<file path="config.mk">
export PLATFORM = sky130hd
export DESIGN_NAME = lfsr_hd_stats
export DESIGN_NICKNAME = d
export VERILOG_FILES = /design/src/rtl/lfsr_stats_pkg.sv /design/src/rtl/lfsr_seq_div.sv /design/src/rtl/lfsr_hd_stats.sv
export SDC_FILE = /design/constraint.sdc
export NUM_CORES = 1
export LEC_CHECK = 0
export CAP_MARGIN = 5
export CORE_MARGIN = 2
export CORE_UTILIZATION = 61
export DETAILED_ROUTE_END_ITERATION = 16
export HOLD_SLACK_MARGIN = 0.06
export PLACE_DENSITY = 0.86
export RECOVER_POWER = 100
export SYNTH_ARGS = -nofsm -noshare
export SYNTH_HDL_FRONTEND = slang
export SYNTH_HIERARCHICAL = 1
export SYNTH_SLANG_ARGS = --single-unit
</file>
<file path="constraint.sdc">
create_clock -name clk -period 8.5 [get_ports clk]
set_input_delay 1.275 -clock clk [delete_from_list [all_inputs] [get_ports clk]]
set_output_delay 1.275 -clock clk [all_outputs]
set_load 0.01 [all_outputs]
</file>
<file path="src/rtl/lfsr_stats_pkg.sv">
// Shared types and helpers for the LFSR Hamming-distance statistics stage.
package lfsr_stats_pkg;

  localparam int unsigned DefWidth = 8;
  localparam int unsigned DefCntW  = 16;

  typedef enum logic [1:0] {
    StIdle,
    StDiv,
    StDone
  } state_e;

  // Patterns up to 64 bits wide are zero-extended by the caller.
  function automatic int unsigned popcount(input logic [63:0] v);
    int unsigned n;
    n = 0;
    for (int i = 0; i < 64; i++) begin
      n += int'(v[i]);
    end
    return n;
  endfunction

endpackage

</file>
<file path="src/rtl/lfsr_seq_div.sv">
// Multi-cycle restoring divider: one quotient bit per cycle, MSB first, CNT_W iterations.
module lfsr_seq_div #(
  parameter int unsigned CNT_W = 16
) (
  input  logic             clk,
  input  logic             rst,
  input  logic             start,
  input  logic [CNT_W-1:0] dividend,
  input  logic [CNT_W-1:0] divisor,
  output logic             busy,
  output logic             done,
  output logic [CNT_W-1:0] quotient,
  output logic [CNT_W-1:0] remainder
);

  localparam int unsigned IterW = $clog2(CNT_W + 1);
  localparam logic [IterW-1:0] IterLast = IterW'(CNT_W - 1);
  localparam logic [IterW-1:0] IterOne  = IterW'(1);

  logic             busy_q;
  logic [IterW-1:0] iter_q;
  logic [CNT_W-1:0] quo_q, rem_q, dvs_q;

  logic [CNT_W:0]   rem_shift, rem_diff;
  logic             ge;
  logic [CNT_W-1:0] quo_d, rem_d;

  always_comb begin
    rem_shift = {rem_q, quo_q[CNT_W-1]};
    rem_diff  = rem_shift - {1'b0, dvs_q};
    ge        = rem_shift >= {1'b0, dvs_q};
    rem_d     = ge ? rem_diff[CNT_W-1:0] : rem_shift[CNT_W-1:0];
    quo_d     = {quo_q[CNT_W-2:0], ge};
  end

  // done flags the cycle whose iteration is the last; results are the next-state values.
  assign done      = busy_q && (iter_q == IterLast);
  assign busy      = busy_q;
  assign quotient  = quo_d;
  assign remainder = rem_d;

  always_ff @(posedge clk) begin
    if (rst) begin
      busy_q <= 1'b0;
      iter_q <= '0;
      quo_q  <= '0;
      rem_q  <= '0;
      dvs_q  <= '0;
    end else if (start && !busy_q) begin
      busy_q <= 1'b1;
      iter_q <= '0;
      quo_q  <= dividend;
      rem_q  <= '0;
      dvs_q  <= divisor;
    end else if (busy_q) begin
      quo_q  <= quo_d;
      rem_q  <= rem_d;
      iter_q <= iter_q + IterOne;
      if (done) busy_q <= 1'b0;
    end
  end

endmodule

</file>
<file path="src/rtl/lfsr_hd_stats.sv">
// Hamming-distance statistics, period detection and average for an LFSR pattern stream.
// Optional histogram enabled by defining LFSR_HD_STATS_HIST_EN.
module lfsr_hd_stats
  import lfsr_stats_pkg::*;
#(
  parameter int unsigned WIDTH = DefWidth,
  parameter int unsigned CNT_W = DefCntW
) (
  input  logic                       clk,
  input  logic                       rst,
`ifdef LFSR_HD_STATS_HIST_EN
  input  logic [$clog2(WIDTH+1)-1:0] hist_sel,
  output logic [CNT_W-1:0]           hist_cnt,
`endif
  input  logic                       pat_valid,
  input  logic [WIDTH-1:0]           pat,
  input  logic                       clear,
  input  logic                       avg_req,
  output logic                       busy,
  output logic                       avg_valid,
  output logic [CNT_W-1:0]           avg_q,
  output logic [CNT_W-1:0]           avg_r,
  output logic                       div_zero,
  output logic [$clog2(WIDTH+1)-1:0] last_hd,
  output logic [CNT_W-1:0]           sum_hd,
  output logic [CNT_W-1:0]           n_pairs,
  output logic                       sat,
  output logic [CNT_W-1:0]           period,
  output logic                       period_valid
);

  localparam int unsigned HD_W = $clog2(WIDTH + 1);
  localparam logic [CNT_W-1:0] CntMax = '1;
  localparam logic [CNT_W-1:0] CntOne = CNT_W'(1);

  state_e           state_q;
  logic             first_q, sat_q, per_valid_q, per_dead_q;
  logic             avg_valid_q, div_zero_q;
  logic [WIDTH-1:0] prev_q, seed_q;
  logic [HD_W-1:0]  last_hd_q;
  logic [CNT_W-1:0] sum_q, npairs_q, per_cnt_q, period_q, avg_q_q, avg_r_q;

  logic [HD_W-1:0]  hd;
  logic [CNT_W:0]   sum_ext;
  logic             sum_sat, np_sat;
  logic [CNT_W-1:0] sum_next, np_next;
  logic             div_start, div_busy, div_done;
  logic [CNT_W-1:0] div_quo, div_rem;

  always_comb begin
    hd       = HD_W'(popcount(64'(pat ^ prev_q)));
    sum_ext  = {1'b0, sum_q} + {{(CNT_W + 1 - HD_W){1'b0}}, hd};
    sum_sat  = sum_ext >= {1'b0, CntMax};
    sum_next = sum_sat ? CntMax : sum_ext[CNT_W-1:0];
    np_sat   = npairs_q >= (CntMax - CntOne);
    np_next  = np_sat ? CntMax : npairs_q + CntOne;
  end

  assign div_start = (state_q == StIdle) && avg_req && (npairs_q != '0);

  lfsr_seq_div #(
    .CNT_W(CNT_W)
  ) u_div (
    .clk      (clk),
    .rst      (rst || clear),
    .start    (div_start),
    .dividend (sum_q),
    .divisor  (npairs_q),
    .busy     (div_busy),
    .done     (div_done),
    .quotient (div_quo),
    .remainder(div_rem)
  );

  always_ff @(posedge clk) begin
    if (rst || clear) begin
      state_q     <= StIdle;
      first_q     <= 1'b1;
      prev_q      <= '0;
      seed_q      <= '0;
      last_hd_q   <= '0;
      sum_q       <= '0;
      npairs_q    <= '0;
      sat_q       <= 1'b0;
      per_cnt_q   <= '0;
      period_q    <= '0;
      per_valid_q <= 1'b0;
      per_dead_q  <= 1'b0;
      avg_valid_q <= 1'b0;
      avg_q_q     <= '0;
      avg_r_q     <= '0;
      div_zero_q  <= 1'b0;
      // A pattern arriving with clear seeds the new run.
      if (!rst && pat_valid) begin
        first_q   <= 1'b0;
        prev_q    <= pat;
        seed_q    <= pat;
        per_cnt_q <= CntOne;
      end
    end else begin
      if (pat_valid) begin
        prev_q <= pat;
        if (first_q) begin
          first_q   <= 1'b0;
          seed_q    <= pat;
          per_cnt_q <= CntOne;
        end else begin
          last_hd_q <= hd;
          sum_q     <= sum_next;
          npairs_q  <= np_next;
          if (sum_sat || np_sat) sat_q <= 1'b1;
          if (!per_valid_q && !per_dead_q) begin
            if (pat == seed_q) begin
              period_q    <= per_cnt_q;
              per_valid_q <= 1'b1;
            end else if (per_cnt_q == CntMax) begin
              per_dead_q <= 1'b1;
            end else begin
              per_cnt_q <= per_cnt_q + CntOne;
            end
          end
        end
      end

      avg_valid_q <= 1'b0;
      unique case (state_q)
        StIdle: begin
          if (avg_req) begin
            if (npairs_q == '0) begin
              state_q     <= StDone;
              avg_q_q     <= '0;
              avg_r_q     <= '0;
              div_zero_q  <= 1'b1;
              avg_valid_q <= 1'b1;
            end else begin
              state_q    <= StDiv;
              div_zero_q <= 1'b0;
            end
          end
        end
        StDiv: begin
          if (div_done) begin
            state_q     <= StDone;
            avg_q_q     <= div_quo;
            avg_r_q     <= div_rem;
            avg_valid_q <= 1'b1;
          end
        end
        StDone:  state_q <= StIdle;
        default: state_q <= StIdle;
      endcase
    end
  end

`ifdef LFSR_HD_STATS_HIST_EN
  logic [CNT_W-1:0] hist_q [WIDTH+1];

  always_ff @(posedge clk) begin
    if (rst || clear) begin
      for (int i = 0; i <= int'(WIDTH); i++) hist_q[i] <= '0;
      hist_cnt <= '0;
    end else begin
      if (pat_valid && !first_q && (hist_q[hd] != CntMax)) hist_q[hd] <= hist_q[hd] + CntOne;
      hist_cnt <= (32'(hist_sel) > WIDTH) ? '0 : hist_q[hist_sel];
    end
  end
`endif

  assign busy         = div_busy;
  assign avg_valid    = avg_valid_q;
  assign avg_q        = avg_q_q;
  assign avg_r        = avg_r_q;
  assign div_zero     = div_zero_q;
  assign last_hd      = last_hd_q;
  assign sum_hd       = sum_q;
  assign n_pairs      = npairs_q;
  assign sat          = sat_q;
  assign period       = period_q;
  assign period_valid = per_valid_q;

endmodule

</file>
==> impl_metrics.toml, run 1 <==
[synthesis]
mappedNetlistNets = 1061
async_flop_share_pct = 0
syn_inst = 1013
synth_cell_types = 69
netlist_area_um2 = 9080
synth_edf_count = 33
ys_warn_count = 6
avgSynthCellArea_um2 = 8.96
seq_area_frac_synth_pct = 42.9
ys_ff_latch = 178
synth_flop_cell = "dfxtp_1"

[clock_tree]
cts_resized = 0
htreeDepth = 4
cts_buffers = 17
cts_buffer_depth = 2
cts_tree = "built"
clk_pin_slew_worst_paths_ns = 0.07
clk_latency_ns = 0.44
cts.sinks = 178
clockRootBuffer = "clkbuf_16"
post_cts_buffers = 0
holdBufCountCts = 0

[global_route]
grt_pass1_wl_um = 33800
antenna_found_initial = 0
grt_max_degree = 82
first_global_vias = 6966
grt-ovfl-total = 0
track_usage_pct = 25.8

[worst_setup_path]
worstSetupPathType = "input pin to flip-flop"
crit_end = "sum_hd[4]"
crit_path_frequent_cell = "fa_1"
cp-end-kind = "flip-flop"
cp_cell_sequence = "dlygate4sd3_1, xnor2_1, fa_1, inv_1, fa_1, inv_1, fa_1, inv_1, ha_1, fa_1, inv_1, fa_1, nand2b_1, a211oi_1, nand4_1, and2_0, a311oi_1"
r2r_start = "prev_q[0]"
critPathSlowestCell = "a211oi_1"
rr_worst_depth = 16
worstReg2RegEnd = "sum_hd[4]"
cp-startpoint = "pat[0]"
cpPeakStageDelay_ns = 0.83
start_kind = "input pin"
cp_data_required_time_ns = 8.80
cp.arrival_ns = 7.13
rrSetupSlack_ns = 2.72
critPathMaxFanout = 9

[place]
port_buffers = 101
placed_cells = 1230
gp_congestion = 0.941
post-place-ws_ns = 1.97
postPlaceCellArea_um2 = 9990
hpwl_um = 14100

[power]
ir_drop_uv = 138
p_total_mw = 1.87
p_leak_nw = 4.07
p_per_area_nw_per_um2 = 177

[sta]
period_share_pct = 80.4
hold_viol = 0
maxSlewViolCount = 178
fin_crit_ns = 6.83
max_freq_mhz = 146
slew_headroom_pct = -135
fin_hold_ws_ns = 0.445
fin_ws_ns = 1.67
rsz0062_at_grt = "false"
fin_setup_tns_ns = 0
worst_slew_pin_slew_ns = 3.53
finalSetupViolCount = 0
fin_skew_ns = 0.00767

[floorplanning]
start_util_pct = 62.5
io_pins = 102
dieHeight_um = 126
die_w_um = 126
die_area_um2 = 15900
core_um2 = 14500
fp-row-count = 44

[cells_and_area]
antenna_cells = 0
nFillCells = 1121
layout_common_cells = "dfxtp_1 (145), a21oi_1 (115), nand2_1 (105)"
area_growth_pct = 16.1
layout_commonest_cell = "dfxtp_1"
layout-drive-gt1-share_pct = 6.40
final_cell_area_um2 = 10500
stdcell_count = 1262
utilization_pct = 72.5
layout.nets = 1113

[routing]
routed_wl_um = 20600
postRouteAntennaNets = 0
drt_iter0_markers = 659
drt-vias-per-instance = 5.86
first_pass_iters = 5
drcViolationCount = 0
via_count = 7396
wire_per_inst_um = 16.3

[hold_path]
hp-start = "avg_r[7]"
hp-class = "flip-flop to flip-flop"

[run]
maxCapViolations = 3

[run_status]
violations = "max-capacitance violations, max-slew violations"
status = "complete, but fails checks"
logic make-up after synthesis:
kind of cell / count (synthesis) / synth area share (%)
and+or+nand+nor: 367 / 20.6
AOI/OAI and AO/OA: 215 / 14.4
DFF: 178 / 42.9
buffers and inverters: 116 / 5.98
xor gates and xnor gates: 57 / 5.50
muxes: 45 / 5.27
adders and majority gates: 35 / 5.32
sequential cells by signal, indices dropped and copies added (netlist names), 2 cells and up:
register and flops:
avg_r 16, n_pairs 16, seed_q 8, period 16, prev_q 8, avg_q 16
sum_hd 16, u_div/dvs_q 16, last_hd 4, per_cnt_q 16, u_div/quo_q 16, u_div/iter_q 5
u_div/rem_q 16, state_q 2
synth_stat cells (all sizes together) (12+ instances only):
| master | instances | area [µm²] |
|---|---|---|
| dfxtp | 145 | 2900 |
| nand4 | 17 | 113 |
| xor2 | 25 | 219 |
| nand4b | 33 | 289 |
| nor2 | 103 | 387 |
| o21ai | 36 | 180 |
| a211oi | 12 | 103 |
| inv | 42 | 163 |
| nand2 | 105 | 394 |
| nand3 | 24 | 133 |
| buf | 23 | 181 |
| nor3 | 13 | 65.1 |
| and3 | 14 | 92.6 |
| edfxtp | 33 | 991 |
| clkbuf | 49 | 186 |
| mux2i | 35 | 350 |
| ha | 29 | 363 |
| xnor2 | 32 | 280 |
| a21oi | 116 | 584 |
| and2 | 16 | 100 |
critical path: cells and delay by family:
kind,cells,cell delay [ns]
compound gates,2,1.11
xor+xnor,1,0.17
fa+ha+maj,6,2.75
buf+inv,5,0.81
simple gates,3,1.01
worst min path at each step:
stage | to | slack (ns) | cells after the start
after global routing | avg_r[11] | 0.46 | 2
after global placement | avg_r[3] | 0.44 | 2
after CTS | avg_r[3] | 0.45 | 2
final | avg_r[7] | 0.45 | 2
after floorplan | u_div/dvs_q[10] | 0.44 | 2
after detailed placement | avg_r[3] | 0.44 | 2
power by group:
part / switching, mW / internal, mW
Sequential: 0.0159 / 0.874
Clock: 0.348 / 0.412
Combinational: 0.128 / 0.0890
Total: 0.493 / 1.38
area by class of cell:
class                   count  area, µm²  area share (%)
inverters                  43        168            1.59
repair buffers            106       1040            9.88
clock buffers              18        429            4.07
clock inverters            14        141            1.34
flip-flops and latches    178       3890            37.0
well taps                 184        230            2.19
multi-input cells         719       4630            44.0
routing by layer:
layer  global-route usage, %  wire, µm  up-vias
li1                        -         -     3649
met1                    35.3      9330     3483
met2                    41.0      9620      232
met3                    6.12      1310       32
met4                    7.69       306        0
met5                       0         0        -
No activity file was read; power rests on OpenSTA's default activity.
==> run 2, diff against run 1 <==
--- a/config.mk
+++ b/config.mk
@@ -7,10 +7,10 @@
 export LEC_CHECK = 0
 export CAP_MARGIN = 5
 export CORE_MARGIN = 2
-export CORE_UTILIZATION = 61
+export CORE_UTILIZATION = 57
 export DETAILED_ROUTE_END_ITERATION = 16
 export HOLD_SLACK_MARGIN = 0.06
-export PLACE_DENSITY = 0.86
+export PLACE_DENSITY = 0.81
 export RECOVER_POWER = 100
 export SYNTH_ARGS = -nofsm -noshare
 export SYNTH_HDL_FRONTEND = slang
==> constraint.sdc (replaced) <==
create_clock -name clk -period 6.7 [get_ports clk]
set_input_delay 1.005 -clock clk [delete_from_list [all_inputs] [get_ports clk]]
set_output_delay 1.005 -clock clk [all_outputs]
set_load 0.01 [all_outputs]
==> impl_metrics.toml, run 2 (synthesis gave the netlist of run 1 again) <==
[sta]
rsz0062_at_grt = "false"
fin_skew_ns = 0.0105
maxSlewViolCount = 148
max_freq_mhz = 166
fin_crit_ns = 6.01
fin_setup_tns_ns = 0
slew_headroom_pct = -57.7
worst_slew_pin_slew_ns = 2.36
hold_viol = 0
finalSetupViolCount = 0
period_share_pct = 89.8

[power]
combPwrFrac_pct = 11.2
clkPwrFrac_pct = 43.5
p_total_mw = 2.50
seq_power_share_pct = 45.3
p_per_area_nw_per_um2 = 234
ir_drop_uv = 202
sw_frac_of_total_pct = 24.9
internal_power_mw = 1.88
p_sw_uw = 621
p_leak_nw = 4.11

[clock_tree]
cts_tree = "built"
cts_buffers = 17
cts_resized = 0
holdBufCountCts = 0
clockRootBuffer = "clkbuf_16"
htreeDepth = 4
clk_pin_slew_worst_paths_ns = 0.06
cts_buffer_depth = 2
post_cts_buffers = 0
clk_latency_ns = 0.43
cts.sinks = 178

[routing]
drcViolationCount = 0
drt-vias-per-instance = 5.65
postRouteAntennaNets = 0
wire_per_inst_um = 15.7
routed_wl_um = 20400
first_pass_iters = 5
drt_iter0_markers = 493
via_count = 7319

[floorplanning]
die_area_um2 = 17000
fp-row-count = 46
dieHeight_um = 130
core_um2 = 15700
start_util_pct = 57.8
die_w_um = 130
io_pins = 102

[worst_setup_path]
critPathMaxFanout = 6
cp.arrival_ns = 6.33
worstSetupPathType = "input pin to flip-flop"
cp_data_required_time_ns = 7.02
cp-end-kind = "flip-flop"
start_kind = "input pin"

[run_status]
status = "complete, but fails checks"
violations = "max-capacitance violations, max-slew violations"

[run]
maxCapViolations = 3

[hold_path]
hp-class = "flip-flop to flip-flop"

[cells_and_area]
area_growth_pct = 17.5
antenna_cells = 0
layout_common_cells = "dfxtp_1 (145), a21oi_1 (115), nand2_1 (105)"
layout-drive-gt1-share_pct = 6.39
layout.nets = 1115
stdcell_count = 1296
layout_commonest_cell = "dfxtp_1"

[global_route]
grt-ovfl-total = 0
first_global_vias = 6705
track_usage_pct = 24.4
grt_max_degree = 68
grt_pass1_wl_um = 33100
antenna_found_initial = 0

[place]
gp_congestion = 0.927
hpwl_um = 14000
port_buffers = 101
placed_cells = 1264
[run 2: changes by cell type in the layout (fill, tap and decap cells not counted), sizes merged]
cell      previous run  this run
inv                 48        46
clkinvlp             4         2
clkbuf              20        24
bufinv               1         4
buf                  3         2
[run 2: through the flow]
| stage | worst slack, ns | cell area [µm²] | hold WS [ns] | util (%) |
|---|---|---|---|---|
| after floorplan | 1.32 | 9080 | 0.436 | - |
| after global placement | 0.654 | 10000 | 0.438 | 63.9 |
| after detailed placement | 0.450 | 10000 | 0.443 | 63.9 |
| after CTS | 0.899 | 10700 | 0.453 | 68.0 |
| after global routing | 0.492 | 10700 | 0.470 | 67.9 |
| final | 0.685 | 10700 | 0.446 | 67.9 |
[run 2: routing by layer]
layer  vias to the layer above  track usage [%]  wire length (µm)
li1                       3643                -                 -
met1                      3440             33.6              9420
met2                       209             37.9              9430
met3                        27             5.78              1220
met4                         0             8.29               323
met5                         -                0                 0
[run 2: power groups by stage]
| stage | logic, mW | registers, mW | clock network, mW |
|---|---|---|---|
| after floorplan | 0.208 | 1.15 | 0 |
| after detailed placement | 0.279 | 1.15 | 0 |
| after global placement | 0.265 | 1.15 | 0 |
| final | 0.281 | 1.13 | 1.09 |
| after CTS | 0.280 | 1.13 | 1.10 |
| after global routing | 0.311 | 1.13 | 1.15 |
[run 2: critical path, cell delays in order]
cell and delay (ns):
dlygate4sd3_1 0.59, xnor2_1 0.18, fa_1 0.56, inv_1 0.06, fa_1 0.54, inv_1 0.06, fa_1 0.53, inv_1 0.04
ha_1 0.21, fa_1 0.54, inv_1 0.07, fa_1 0.42, nand2b_1 0.22, a211oi_4 0.37, nand4_1 0.31, and2_0 0.35
a311oi_1 0.28
[run 2: area by class of cell]
| type | instances | area [µm²] |
|---|---|---|
| inverter | 43 | 168 |
| sequential | 178 | 3890 |
| clock buffer | 19 | 454 |
| fill | 1263 | 5040 |
| timing repair buffer | 108 | 1050 |
| multi-input combinational | 719 | 4650 |
| clock inverter | 13 | 193 |
| tap | 216 | 270 |
[run 2: final timing paths]
check	start	to	slack, ns	cells after the start
worst max-delay path	pat[0]	sum_hd[4]	0.69	17
worst min-delay path	avg_r[5]	avg_r[5]	0.45	2
worst min register to register	avg_r[5]	avg_r[5]	0.45	2
worst max register to register	prev_q[0]	sum_hd[4]	1.47	16
